## src/rtl/spi_cfg_pkg.sv

```systemverilog
// Shared types and default constants for the SPI slave configuration sequencer.
package spi_cfg_pkg;

  localparam int DEF_NUM_REGS  = 4;
  localparam int DEF_DATA_W    = 8;
  localparam int DEF_MAX_RETRY = 3;
  localparam int DEF_TIMEOUT   = 255;

  typedef enum logic [2:0] {
    IDLE      = 3'd0,
    WAIT_IDLE = 3'd1,
    WRITE     = 3'd2,
    WAIT_ACK  = 3'd3,
    DONE      = 3'd4,
    FAIL      = 3'd5
  } state_t;

  // Index width that never collapses to zero bits.
  function automatic int min1_clog2(input int n);
    return (n > 1) ? $clog2(n) : 1;
  endfunction

endpackage

```

## src/rtl/spi_slave_cfg_seq.sv

```systemverilog
// Writes a captured table of configuration words to an SPI slave with per-word retry.
// Optional macro SPI_CFG_TIMEOUT_EN adds a response timeout that counts as a rejection.
module spi_slave_cfg_seq
  import spi_cfg_pkg::*;
#(
  parameter int NUM_REGS  = DEF_NUM_REGS,
  parameter int DATA_W    = DEF_DATA_W,
  parameter int MAX_RETRY = DEF_MAX_RETRY,
  parameter int TIMEOUT   = DEF_TIMEOUT
) (
  input  logic                              clk,
  input  logic                              rst,
  input  logic                              start,
  input  logic [NUM_REGS*DATA_W-1:0]        cfg_table,
  input  logic                              slave_busy,
  output logic [DATA_W-1:0]                 reg_din,
  output logic                              reg_din_val,
  input  logic                              reg_ack,
  input  logic                              reg_err,
  output logic                              busy,
  output logic                              done,
  output logic                              fail,
  output logic [min1_clog2(NUM_REGS)-1:0]   fail_idx
);

  localparam int IDX_W   = min1_clog2(NUM_REGS);
  localparam int RETRY_W = min1_clog2(MAX_RETRY + 1);
  localparam logic [IDX_W-1:0]   LAST_IDX  = IDX_W'(NUM_REGS - 1);
  localparam logic [IDX_W-1:0]   IDX_ONE   = IDX_W'(1);
  localparam logic [RETRY_W-1:0] RETRY_MAX = RETRY_W'(MAX_RETRY);
  localparam logic [RETRY_W-1:0] RETRY_ONE = RETRY_W'(1);

  state_t                     state;
  state_t                     next_state;
  logic [IDX_W-1:0]           idx;
  logic [RETRY_W-1:0]         retry;
  logic [NUM_REGS*DATA_W-1:0] shadow;
  logic                       resp_err;

`ifdef SPI_CFG_TIMEOUT_EN
  localparam int TMR_W = min1_clog2(TIMEOUT + 1);
  localparam logic [TMR_W-1:0] TMR_LAST = TMR_W'(TIMEOUT - 1);
  localparam logic [TMR_W-1:0] TMR_ONE  = TMR_W'(1);

  logic [TMR_W-1:0] timer;
  logic             timeout_hit;

  // An ack arriving on the final cycle still wins over the timeout.
  assign timeout_hit = (state == WAIT_ACK) && (timer == TMR_LAST) && !reg_ack;
  assign resp_err    = reg_err | timeout_hit;

  // Response timer: cleared while strobing, counts every WAIT_ACK cycle.
  always_ff @(posedge clk or posedge rst) begin
    if (rst) begin
      timer <= '0;
    end else if (state == WRITE) begin
      timer <= '0;
    end else if (state == WAIT_ACK) begin
      timer <= timer + TMR_ONE;
    end else begin
      timer <= timer;
    end
  end
`else
  assign resp_err = reg_err;
`endif

  // State register.
  always_ff @(posedge clk or posedge rst) begin
    if (rst) begin
      state <= IDLE;
    end else begin
      state <= next_state;
    end
  end

  // Next-state decode; reg_err has priority over reg_ack.
  always_comb begin
    next_state = state;
    case (state)
      IDLE:      if (start) next_state = WAIT_IDLE; else next_state = IDLE;
      WAIT_IDLE: if (!slave_busy) next_state = WRITE; else next_state = WAIT_IDLE;
      WRITE:     next_state = WAIT_ACK;
      WAIT_ACK: begin
        if (resp_err) begin
          if (retry < RETRY_MAX) next_state = WAIT_IDLE;
          else                   next_state = FAIL;
        end else if (reg_ack) begin
          if (idx == LAST_IDX) next_state = DONE;
          else                 next_state = WAIT_IDLE;
        end else begin
          next_state = WAIT_ACK;
        end
      end
      DONE:    next_state = IDLE;
      FAIL:    next_state = IDLE;
      default: next_state = IDLE;
    endcase
  end

  // Registered outputs, word/retry bookkeeping and table capture.
  always_ff @(posedge clk or posedge rst) begin
    if (rst) begin
      reg_din     <= '0;
      reg_din_val <= 1'b0;
      busy        <= 1'b0;
      done        <= 1'b0;
      fail        <= 1'b0;
      fail_idx    <= '0;
      idx         <= '0;
      retry       <= '0;
      shadow      <= '0;
    end else begin
      busy        <= (next_state != IDLE);
      reg_din_val <= (next_state == WRITE);
      done        <= (next_state == DONE);
      fail        <= (next_state == FAIL);
      if (next_state == WRITE) begin
        reg_din <= shadow[idx*DATA_W +: DATA_W];
      end else begin
        reg_din <= reg_din;
      end
      case (state)
        IDLE: begin
          if (start) begin
            shadow <= cfg_table;
            idx    <= '0;
            retry  <= '0;
          end
        end
        WAIT_ACK: begin
          if (resp_err) begin
            if (retry < RETRY_MAX) retry    <= retry + RETRY_ONE;
            else                   fail_idx <= idx;
          end else if (reg_ack && (idx != LAST_IDX)) begin
            idx   <= idx + IDX_ONE;
            retry <= '0;
          end
        end
        default: begin
          idx <= idx;
        end
      endcase
    end
  end

endmodule

```

## config.mk

```make
export PLATFORM = sky130hd
export DESIGN_NAME = spi_slave_cfg_seq
export DESIGN_NICKNAME = d
export VERILOG_FILES = /design/src/rtl/spi_cfg_pkg.sv /design/src/rtl/spi_slave_cfg_seq.sv
export SDC_FILE = /design/constraint.sdc
export NUM_CORES = 1
export LEC_CHECK = 0
export BUFFER_PORTS_ARGS = -buffer_cell sky130_fd_sc_hd__buf_4
export CAP_MARGIN = 20
export CORE_ASPECT_RATIO = 1.75
export CORE_MARGIN = 3
export CORE_UTILIZATION = 30
export DETAILED_ROUTE_END_ITERATION = 10
export GPL_TIMING_DRIVEN = 0
export PLACE_DENSITY = 0.56
export REMOVE_ABC_BUFFERS = 1
export SYNTH_ARGS = -nofsm -noshare
export SYNTH_HDL_FRONTEND = slang
export SYNTH_SLANG_ARGS = --single-unit
export TNS_END_PERCENT = 20
```

## constraint.sdc

```tcl
create_clock -name clk -period 2.82 [get_ports clk]
set_input_delay 0 -clock clk [delete_from_list [all_inputs] [get_ports clk]]
set_output_delay 0 -clock clk [all_outputs]
set_load 0.03 [all_outputs]
```

Word-level counts from Yosys, hierarchy flattened. Index checks and enable logic that the tools add are counted.

Logic and storage cells: 51. Bits in registers: 53.

$add $sub $neg: 2. Equal/unequal tests: 13. Reduce and logical (&&, ||, !) cells: 8. Shifts and indexed selects: 1. Multiplexer cells: 15. $lt $le $gt $ge: 1. Bitwise logic cells: 1.

Operator list (number): indexed part select 32 x 6 -> 8 bit (1); two-way mux 2 bit (7); two-way mux 3 bit (4); case mux 3 bit (4 select lines) (1); == test 3 x 2 -> 1 bit (second input constant) (3); inequality test 2 bit (second input constant) (4); case mux 2 bit (2 select lines) (2); AND reduction 4 bit (2); == test 3 bit (second input constant) (2); inequality test 3 bit (second input constant) (2); adder 2 x 1 -> 2 bit (second input constant) (2); == test 3 x 1 -> 1 bit (second input constant) (1); logical NOT 3 bit (1); AND reduction 3 bit (1); nonzero test 3 bit (1); == test 2 bit (second input constant) (1); < comparator 2 bit (second input constant) (1); AND reduction 2 bit (1); nonzero test 2 bit (1); logical AND 1 bit (1); two-way mux 1 bit (1); NOT 1 bit (1).

Longest topological paths before layout. Gate-level depths: netlist of run 1.

Depth after elaboration: 6. Depth in mapped cells: 5. Depth with buffers taken out: 5.

Worst setup path before layout of run 1. Ideal clock, no wire load.

Path kind: flip-flop to flip-flop. From: register state[1]. To: register shadow[0]. Data arrival time: 1.478 ns. Buffers on the path: 2. Stages on the path, launching flop included: 5. Required time: 2.695 ns. Setup slack: 1.217 ns. Setup time: 0.125 ns. Cells stage by stage: dfrtp_1 > buf_4 > nor4b_4 > buf_6 > mux2_2.

Cells in the longest elaborated chain, start to end: 2.

RTL lines: start, declared (line spi_slave_cfg_seq.sv:33) `state_t state;`; start signal, assigned (line spi_slave_cfg_seq.sv:73) `state <= next_state;`; logical NOT 3 bit (line spi_slave_cfg_seq.sv:123) `case (state)`; AND reduction 2 bit (no source line); end signal, assigned (line spi_slave_cfg_seq.sv:126) `shadow <= cfg_table;`; end, declared (line spi_slave_cfg_seq.sv:37) `logic [NUM_REGS*DATA_W-1:0] shadow;`.

Every way passes these cells. A chain may end at the register's enable or synchronous reset.

Worst setup path in the final report of run 1.
From: register state[0]. To: register reg_din[4].

Cells in the longest elaborated chain, start to end: 3. Elaborated cells between the ends (all ways): 6.

RTL lines: == test 3 x 2 -> 1 bit (tied with other cells) (line spi_slave_cfg_seq.sv:80) `case (state)`; case mux 3 bit (4 select lines) * (line spi_slave_cfg_seq.sv:80); == test 3 x 2 -> 1 bit * (line spi_slave_cfg_seq.sv:118) `if (next_state == WRITE) begin`; end signal, assigned (line spi_slave_cfg_seq.sv:119) `reg_din <= shadow[idx*DATA_W +: DATA_W];`; end signal, assigned (line spi_slave_cfg_seq.sv:121) `reg_din <= reg_din;`; end, declared (line spi_slave_cfg_seq.sv:16) `output logic [DATA_W-1:0] reg_din,`.

Every way passes the cells marked *; elsewhere a longest branch is shown, timed or not.

==> flow_metrics.py, run 1 <==
metrics = {
    "worst_setup_path": {
        "critPathKind": "reg -> reg",
        "worstPathRequired_ps": 2990,
        "critPathMaxFanout": 9,
        "critPathLaunch": "state[0]$_DFF_PP0_",
        "r2r-start": "state[0]$_DFF_PP0_",
        "cp-start-kind": "flip-flop",
        "crit_arrival_ps": 2270,
        "reg2regPathDepth": 3,
        "critPathCaptureType": "flip-flop",
    },
    "final_layout": {
        "design_area_sq_um": 3259,
        "final_common_cell": "dfrtp_1",
        "num-nets-final": 280,
        "mostFrequentLayoutCells": "dfrtp_1 (53), buf_4 (51), mux2_2 (37), dlygate4sd3_1 (34), mux4_2 (8)",
        "syn2layout_area_growth_pct": 40.58,
        "fill_cells": 668,
        "final_cells": 327,
        "drive_above_1_share": 0.4481,
        "antennaDiodeCount": 0,
    },
    "sta": {
        "hold_viol_final": 0,
        "fmax_mhz": 476.4,
        "rsz0062_at_grt": "false",
        "period_share": 0.7444,
        "whs_ps": 34.59,
        "setup_viol": 0,
        "slew_headroom": 0.3668,
        "fin_worst_skew_ps": 3.434,
        "finalMaxSlewViolations": 0,
        "timing.final.ws_setup_ps": 720.9,
        "worst_slew_pin_slew_ps": 947.8,
        "period_minus_slack_ps": 2099,
    },
    "grt": {
        "grt_usage": 0.1218,
        "antenna_found_initial": 0,
        "grt_pass1_vias": 1703,
        "grt.overflow.total": 0,
        "grt_max_degree": 30,
        "grt_pass1_wl_mm": 8.176,
    },
    "clocking": {
        "worstSkewPairLatency_ps": 290,
        "cts_resized": 0,
        "cts_made_buffers": 5,
        "clockBufferDepth": 2,
        "cts_sinks": 53,
        "cts_max_level": 2,
        "tritoncts": "done",
        "cts-root-buf": "clkbuf_16",
        "clk_pin_slew_ps": 70,
        "cts_setup_buffers": 0,
    },
    "place": {
        "io_buffers": 51,
        "gp_congestion": 0.6846,
        "dp.cells": 285,
        "dp_slack_ps": 655.9,
        "hpwl_mm": 3.325,
        "placed_area_sq_um": 2780,
    },
    "power_and_ir_drop": {
        "finalPower_uw": 3101,
        "peakVddDrop_mv": 0.3711,
        "p_per_area_nw_per_um2": 951.4,
        "leakagePower_uw": 0.001440,
    },
    "drt": {
        "drc_errors": 0,
        "antenna_left": 0,
        "viasPerCell": 4.804,
        "post_drt_wl_per_cell_microns": 15.37,
        "wl_mm": 5.027,
        "first_iter_violations": 52,
        "dr.pass1.iters": 4,
        "vias": 1571,
    },
    "floorplan": {
        "core-area_sq_um": 7336,
        "die_y_microns": 122.3,
        "io_pins": 52,
        "initial_core_util": 0.3160,
        "die_area_sq_um": 8861,
        "chipWidth_microns": 72.46,
        "rows": 41,
    },
    "yosys": {
        "syn-cell-area_sq_um": 2318,
        "ys_seq_elements": 53,
        "synth_warnings": 0,
        "postSynthAreaPerCell_sq_um": 14.96,
        "synth_cell_type_count": 28,
        "syn_inst": 155,
        "ys_seq_area_frac": 0.5720,
    },
    "min_path": {
        "hp-start": "slave_busy",
        "hp-class": "in -> reg",
        "hold_depth": 4,
    },
    "run_status": {
        "outcome": "completed",
    },
    "flow_run": {
        "cap_viol_max_count": 0,
    },
}
-- power by group --
group | switching (uW) | internal, uW
clock network | 262 | 327
logic | 457 | 682
registers | 265 | 1110
-- sequential cells by signal (all words and copies together) (netlist names) --
signal,count
done,1
busy,1
fail,1
fail_idx,2
reg_din,8
reg_din_val,1
shadow,32
retry,2
idx,2
state,3
-- repair_timing --
item | in CTS | in global routing
endpoints found under the hold margin | 57 | 0
hold buffers | 34 | 0
endpoints found under the setup margin | 0 | 0
-- path summary, 6_finish.rpt --
kind	endpoint	slack, ps
max in group asynchronous	fail$_DFF_PP0_	1910
setup / recovery	reg_din[4]$_DFFE_PP0N_	720
setup reg to reg	reg_din[4]$_DFFE_PP0N_	720
min in group asynchronous	shadow[4]$_DFFE_PP0P_	340
hold / removal	state[1]$_DFF_PP0_	30
hold reg to reg	shadow[15]$_DFFE_PP0P_	490
-- synth_stat cells --
library cell,n,share of area
buf_6,3,0.015
buf_2,3,0.0065
nor2_1,7,0.011
o22ai_1,1,0.0027
buf_4,2,0.0065
nand2b_1,1,0.0027
a31oi_1,1,0.0027
o21ai_1,1,0.0022
nor4_1,1,0.0027
nand4b_1,2,0.0076
o21ai_0,3,0.0065
nor3b_1,2,0.0065
nor4b_4,1,0.010
nor2b_1,2,0.0054
nor3_1,3,0.0065
and3_1,1,0.0027
a211o_1,1,0.0038
mux2_2,37,0.18
a22o_1,1,0.0038
dfrtp_1,53,0.57
a21oi_1,3,0.0065
mux4_2,8,0.078
nand2_1,3,0.0049
mux2_1,6,0.029
clkbuf_1,2,0.0032
nand3b_1,2,0.0065
ha_1,2,0.011
inv_1,3,0.0049
-- layout make-up --
type,instances,area (sq um),share of cell area
sequential,53,1326,0.4069
multi-input combinational,89,909.6,0.2791
clock buffer,6,128.9,0.03954
inverter,3,11.26,0.003455
timing repair buffer,88,765.7,0.2349
clock inverter,2,10.01,0.003071
tap,86,107.6,0.03301
-- worst max-delay path: stages (launching register included) --
cell	delay, ps
dfrtp_1	510
nor3b_1	270
nor2b_1	790
mux2_2	420
-- stage by stage --
step	TNS, ps	util
floorplan	0	-
global placement	-1820	0.3732
detailed placement	0	0.3790
CTS	0	0.4443
global route	0	0.4443
finish	0	0.4443
-- routing by layer --
metal | wire [microns] | track usage | vias to the layer above
li1 | - | - | 731
met1 | 1990 | 0.1415 | 795
met2 | 2730 | 0.2186 | 36
met3 | 190 | 0.02131 | 9
met4 | 115 | 0.04734 | 0
met5 | 0 | 0 | -
-- logic make-up after synthesis --
kind of cell / count (synthesis) / share of synthesized area
buffers and inverters: 13 / 0.03561
adder cells (fa/ha/maj): 2 / 0.01079
AO/OA/AOI/OAI: 11 / 0.02806
multiplexers: 51 / 0.2866
AND/OR/NAND/NOR: 25 / 0.06692
flip-flops: 53 / 0.5720
No activity file was read; power rests on OpenSTA's default activity.
==> run 2, diff against run 1 <==
Clock period 2.82 ns to 2.1 ns, I/O delays scaled along.
==> flow_metrics.py, run 2 (synthesized netlist as in run 1, its figures left out) <==
metrics = {
    "sta": {
        "finalMaxSlewViolations": 0,
        "period_minus_slack_ps": 1845,
        "whs_ps": 33.56,
        "fmax_mhz": 542.1,
        "rsz0062_at_grt": "false",
        "period_share": 0.8784,
        "hold_viol_final": 0,
        "timing.final.ws_setup_ps": 255.4,
        "setup_viol": 0,
        "worst_slew_pin_slew_ps": 760.0,
        "fin_worst_skew_ps": 3.793,
        "slew_headroom": 0.4933,
    },
    "final_layout": {
        "antennaDiodeCount": 0,
        "largest_register_ffs": 32,
        "mostFrequentLayoutCells": "buf_4 (54), dfrtp_1 (52), mux2_2 (37), dlygate4sd3_1 (34), mux4_2 (8)",
        "drive_above_1_share": 0.4631,
        "final_common_cell": "buf_4",
        "top_register": "shadow",
        "design_area_sq_um": 3286,
        "num-nets-final": 283,
        "syn2layout_area_growth_pct": 41.72,
        "largestRegisters": "shadow: 32 flops, reg_din: 8 flops, state: 3 flops",
        "fin_util": 0.4479,
    },
    "worst_setup_path": {
        "critPathKind": "reg -> reg",
        "max_stage_delay_ps": 540,
        "critPathCaptureType": "flip-flop",
        "cp-start-kind": "flip-flop",
        "critPathMaxFanout": 9,
        "crit_arrival_ps": 2020,
        "worstPathRequired_ps": 2270,
        "crit_chain": "nor3b_1 -> nor2b_2 -> mux2_2",
        "crit_slowest_cell": "nor2b_2",
    },
    "power_and_ir_drop": {
        "p_sw_frac": 0.3187,
        "pwr-share-comb": 0.370,
        "power_frac_seq": 0.441,
        "peakVddDrop_mv": 0.4991,
        "clkPwrFrac": 0.189,
        "leakagePower_uw": 0.001454,
        "finalPower_uw": 4197,
        "p_int_uw": 2859,
        "switchingPower_uw": 1338,
        "p_per_area_nw_per_um2": 1277,
    },
    "grt": {
        "grt_pass1_wl_mm": 8.204,
        "grt.overflow.total": 0,
        "met3_usage": 0.02131,
        "antenna_found_initial": 0,
        "busiest_layer": "met2",
        "grt_pass1_vias": 1706,
        "grt_max_degree": 30,
        "use_met2": 0.2192,
        "met1_usage": 0.1420,
        "grt_usage": 0.1221,
    },
    "drt": {
        "wl_mm": 5.081,
        "viasPerCell": 4.797,
        "post_drt_wl_per_cell_microns": 15.40,
        "antenna_left": 0,
        "vias": 1583,
        "dr.pass1.iters": 4,
        "first_iter_violations": 59,
        "drc_errors": 0,
    },
    "floorplan": {
        "chipWidth_microns": 72.46,
        "io_pins": 52,
        "initial_core_util": 0.3160,
        "die_area_sq_um": 8861,
        "rows": 41,
        "die_y_microns": 122.3,
        "core-area_sq_um": 7336,
    },
    "place": {
        "placed_area_sq_um": 2780,
        "dp_slack_ps": -64.07,
        "gp_congestion": 0.6846,
        "io_buffers": 51,
        "hpwl_mm": 3.325,
    },
    "clocking": {
        "cts_sinks": 53,
        "worstSkewPairLatency_ps": 290,
        "cts_made_buffers": 5,
        "clockBufferDepth": 2,
        "clk_pin_slew_ps": 70,
        "cts-root-buf": "clkbuf_16",
        "cts_max_level": 2,
        "tritoncts": "done",
    },
    "run_status": {
        "outcome": "completed",
    },
    "flow_run": {
        "cap_viol_max_count": 0,
    },
    "min_path": {
        "hp-class": "in -> reg",
    },
}
[run 2: path summary, 6_finish.rpt]
kind	cells past startpoint	slack [ps]	start	endpoint
min in group asynchronous	3	340	rst	shadow[4]$_DFFE_PP0P_
min reg2reg	1	490	shadow[15]$_DFFE_PP0P_	shadow[15]$_DFFE_PP0P_
max reg2reg	3	260	state[0]$_DFF_PP0_	reg_din[4]$_DFFE_PP0N_
max	3	260	state[0]$_DFF_PP0_	reg_din[4]$_DFFE_PP0N_
min	4	30	slave_busy	state[1]$_DFF_PP0_
max in group asynchronous	4	1190	rst	state[2]$_DFF_PP0_
[run 2: final cells by class]
| cell class | count | area [sq um] |
|---|---|---|
| fill | 665 | 4050 |
| sequential | 53 | 1328 |
| multi-input combinational | 89 | 912.1 |
| timing repair buffer | 91 | 788.3 |
| clock buffer | 6 | 128.9 |
| tap | 86 | 107.6 |
| inverter | 3 | 11.26 |
| clock inverter | 2 | 10.01 |
[run 2: routing by layer]
metal / wire (microns) / vias to the layer above
met4: 114 / 0
met3: 196 / 9
li1: - / 734
met5: 0 / -
met2: 2731 / 38
met1: 2039 / 802
[run 2: worst max-delay path, delay by kind of cell (launching register included)]
kind	cells	cell delay [ps]
flops	1	520
mux	1	400
simple gates	2	810
[run 2: through the flow]
step                      cells  TNS [ps]
final                       330         0
after detailed placement    285    -637.0
after CTS                   327         0
after floorplan             145     -4849
after global placement      282    -26790
after global routing        330         0
[run 2: power groups by stage]
stage	clock [uW]	sequential, uW	combinational (uW)
2_1_floorplan	0	1950	919
3_3_place_gp	0	1870	1440
3_5_place_dp	0	1880	1510
4_1_cts	825	1870	1560
5_1_grt	863	1930	1690
6_report	794	1850	1550
[run 2: timing repair]
action | CTS | global route
pin swaps | 1 | 1
buffers inserted | 0 | 3
endpoints found under the hold margin | 57 | 0
setup endpoints to repair | 23 | 21
hold buffers | 34 | 0
resized for setup | 2 | 0
==> run 3, diff against run 2 <==
Settings changed: ABC_AREA from default to 0.
Clock period 2.1 ns to 1.9 ns, I/O delays scaled along.
==> flow_metrics.py, run 3 (synthesized netlist as in run 1, its figures left out) <==
metrics = {
    "run_status": {
        "outcome": "completed",
    },
    "worst_setup_path": {
        "cp-start-kind": "flip-flop",
        "worstPathRequired_ps": 2070,
        "cp_num_buf_inv": 0,
        "max_stage_delay_ps": 760,
        "cpLargestDelayFamily": "multiplexers",
        "reg2regPathDepth": 2,
        "crit_arrival_ps": 1890,
        "critPathKind": "reg -> reg",
        "crit_chain": "mux4_2 -> mux2_2",
        "critPathCaptureType": "flip-flop",
        "r2r-end": "reg_din[7]$_DFFE_PP0N_",
        "crit_slowest_cell": "dfrtp_1",
        "critPathMaxFanout": 12,
        "ff2ff_setup_slack_ps": 180,
        "r2r-start": "idx[1]$_DFFE_PP0P_",
    },
    "drt": {
        "post_drt_wl_per_cell_microns": 15.26,
        "drc_errors": 0,
        "vias": 1572,
        "wl_met3_microns": 200,
        "highest_layer": "met4",
        "wl_mm": 5.037,
        "met2WireLength_mm": 2.729,
        "viasPerCell": 4.764,
        "wl_met1_mm": 2.018,
        "dr.pass1.iters": 4,
        "antenna_left": 0,
        "first_iter_violations": 65,
    },
    "sta": {
        "fmax_mhz": 582.0,
        "hold_viol_final": 0,
        "finalMaxSlewViolations": 0,
        "period_share": 0.9044,
        "slew_headroom": 0.5706,
        "fin_worst_skew_ps": 3.194,
        "worst_slew_pin_slew_ps": 644.2,
        "rsz0062_at_grt": "false",
        "setup_viol": 0,
        "period_minus_slack_ps": 1718,
    },
    "place": {
        "hpwl_mm": 3.325,
        "dp.cells": 285,
        "io_buffers": 51,
        "gp_congestion": 0.6846,
        "placed_area_sq_um": 2780,
    },
    "final_layout": {
        "design_area_sq_um": 3307,
        "top_register": "shadow",
        "antennaDiodeCount": 0,
        "largestRegisters": "shadow: 32 flops, reg_din: 8 flops, state: 3 flops",
        "drive_above_1_share": 0.4672,
        "largest_register_ffs": 32,
        "num-nets-final": 283,
        "syn2layout_area_growth_pct": 42.63,
        "fill_cells": 663,
        "mostFrequentLayoutCells": "buf_4 (54), dfrtp_1 (51), dlygate4sd3_1 (34), mux2_2 (33), mux4_2 (8)",
        "final_cells": 330,
        "final_common_cell": "buf_4",
    },
    "clocking": {
        "tritoncts": "done",
        "clk_pin_slew_ps": 70,
        "cts_sinks": 53,
        "worstSkewPairLatency_ps": 280,
        "cts-root-buf": "clkbuf_16",
        "cts_max_level": 2,
        "clockBufferDepth": 2,
        "cts_made_buffers": 5,
    },
    "power_and_ir_drop": {
        "pwr-share-comb": 0.375,
        "peakVddDrop_mv": 0.5554,
        "clkPwrFrac": 0.187,
        "p_sw_frac": 0.3167,
        "power_frac_seq": 0.438,
        "switchingPower_uw": 1480,
        "leakagePower_uw": 0.001468,
        "p_per_area_nw_per_um2": 1414,
        "p_int_uw": 3195,
    },
    "min_path": {
        "hp-class": "in -> reg",
        "hold_depth": 4,
        "hp-start": "slave_busy",
        "hold_path_end": "state[1]$_DFF_PP0_",
    },
    "grt": {
        "grt_usage": 0.1221,
        "antenna_found_initial": 0,
        "grt_pass1_wl_mm": 8.217,
        "grt_max_degree": 30,
        "grt_pass1_vias": 1707,
        "grt.overflow.total": 0,
    },
    "floorplan": {
        "io_pins": 52,
        "initial_core_util": 0.3160,
        "core-area_sq_um": 7336,
        "die_y_microns": 122.3,
        "die_area_sq_um": 8861,
        "chipWidth_microns": 72.46,
        "rows": 41,
    },
    "flow_run": {
        "cap_viol_max_count": 0,
    },
}
## run 3: tightest hold or removal path, cell delays in order
cell and delay (ps):
buf_4 80, nor3b_1 50, a21oi_1 110, nor2_1 50
## run 3: worst max path at each step
stage	from	endpoint	slack (ps)	cells after the start
final	idx[1]$_DFFE_PP0P_	reg_din[7]$_DFFE_PP0N_	180	2
after global routing	state[0]$_DFF_PP0_	reg_din[6]$_DFFE_PP0N_	60	3
after CTS	state[2]$_DFF_PP0_	shadow[28]$_DFFE_PP0P_	-200	3
after detailed placement	state[0]$_DFF_PP0_	reg_din[4]$_DFFE_PP0N_	-260	3
after global placement	state[1]$_DFF_PP0_	idx[0]$_DFFE_PP0P_	-1050	3
after floorplan	state[1]$_DFF_PP0_	idx[0]$_DFFE_PP0P_	-370	3
## run 3: timing repair
action                     4_1_cts  5_1_grt
pin swaps                        1        1
gates resized for setup          6        2
setup endpoints to repair       41       42
hold buffers                    34        0
buffers inserted                 0        3
hold endpoints to repair        57        0
## run 3: final cells by class
cell class / instances / area [sq um] / area share
sequential: 53 / 1329 / 0.4018
multi-input combinational: 89 / 932.1 / 0.2819
timing repair buffer: 91 / 788.3 / 0.2384
clock buffer: 6 / 128.9 / 0.03897
tap: 86 / 107.6 / 0.03254
inverter: 3 / 11.26 / 0.003405
clock inverter: 2 / 10.01 / 0.003027
## run 3: through the flow
step                      setup slack, ps  TNS (ps)  hold slack, ps  power, uW  utilization
after floorplan                    -374.2    -11650           128.7       3169            -
after global placement              -1046    -43820           222.1       3660       0.3732
after detailed placement           -264.1     -6476           91.69       3747       0.3790
after CTS                          -199.5     -3837           35.16       4730       0.4469
after global routing                55.57         0           61.04       4995       0.4508
final                               181.7         0           43.70       4675       0.4508
## run 3: routing by layer
metal / up-vias / global-route usage
li1: 735 / -
met1: 796 / 0.1431
met2: 35 / 0.2180
met3: 6 / 0.02131
met4: 0 / 0.04734
met5: - / 0
## run 3: power by group through the flow
stage,registers [uW],logic [uW],clock network [uW]
floorplan,2150,1020,0
global placement,2070,1590,0
detailed placement,2080,1660,0
CTS,2060,1750,912
global route,2140,1900,952
finish,2050,1750,872
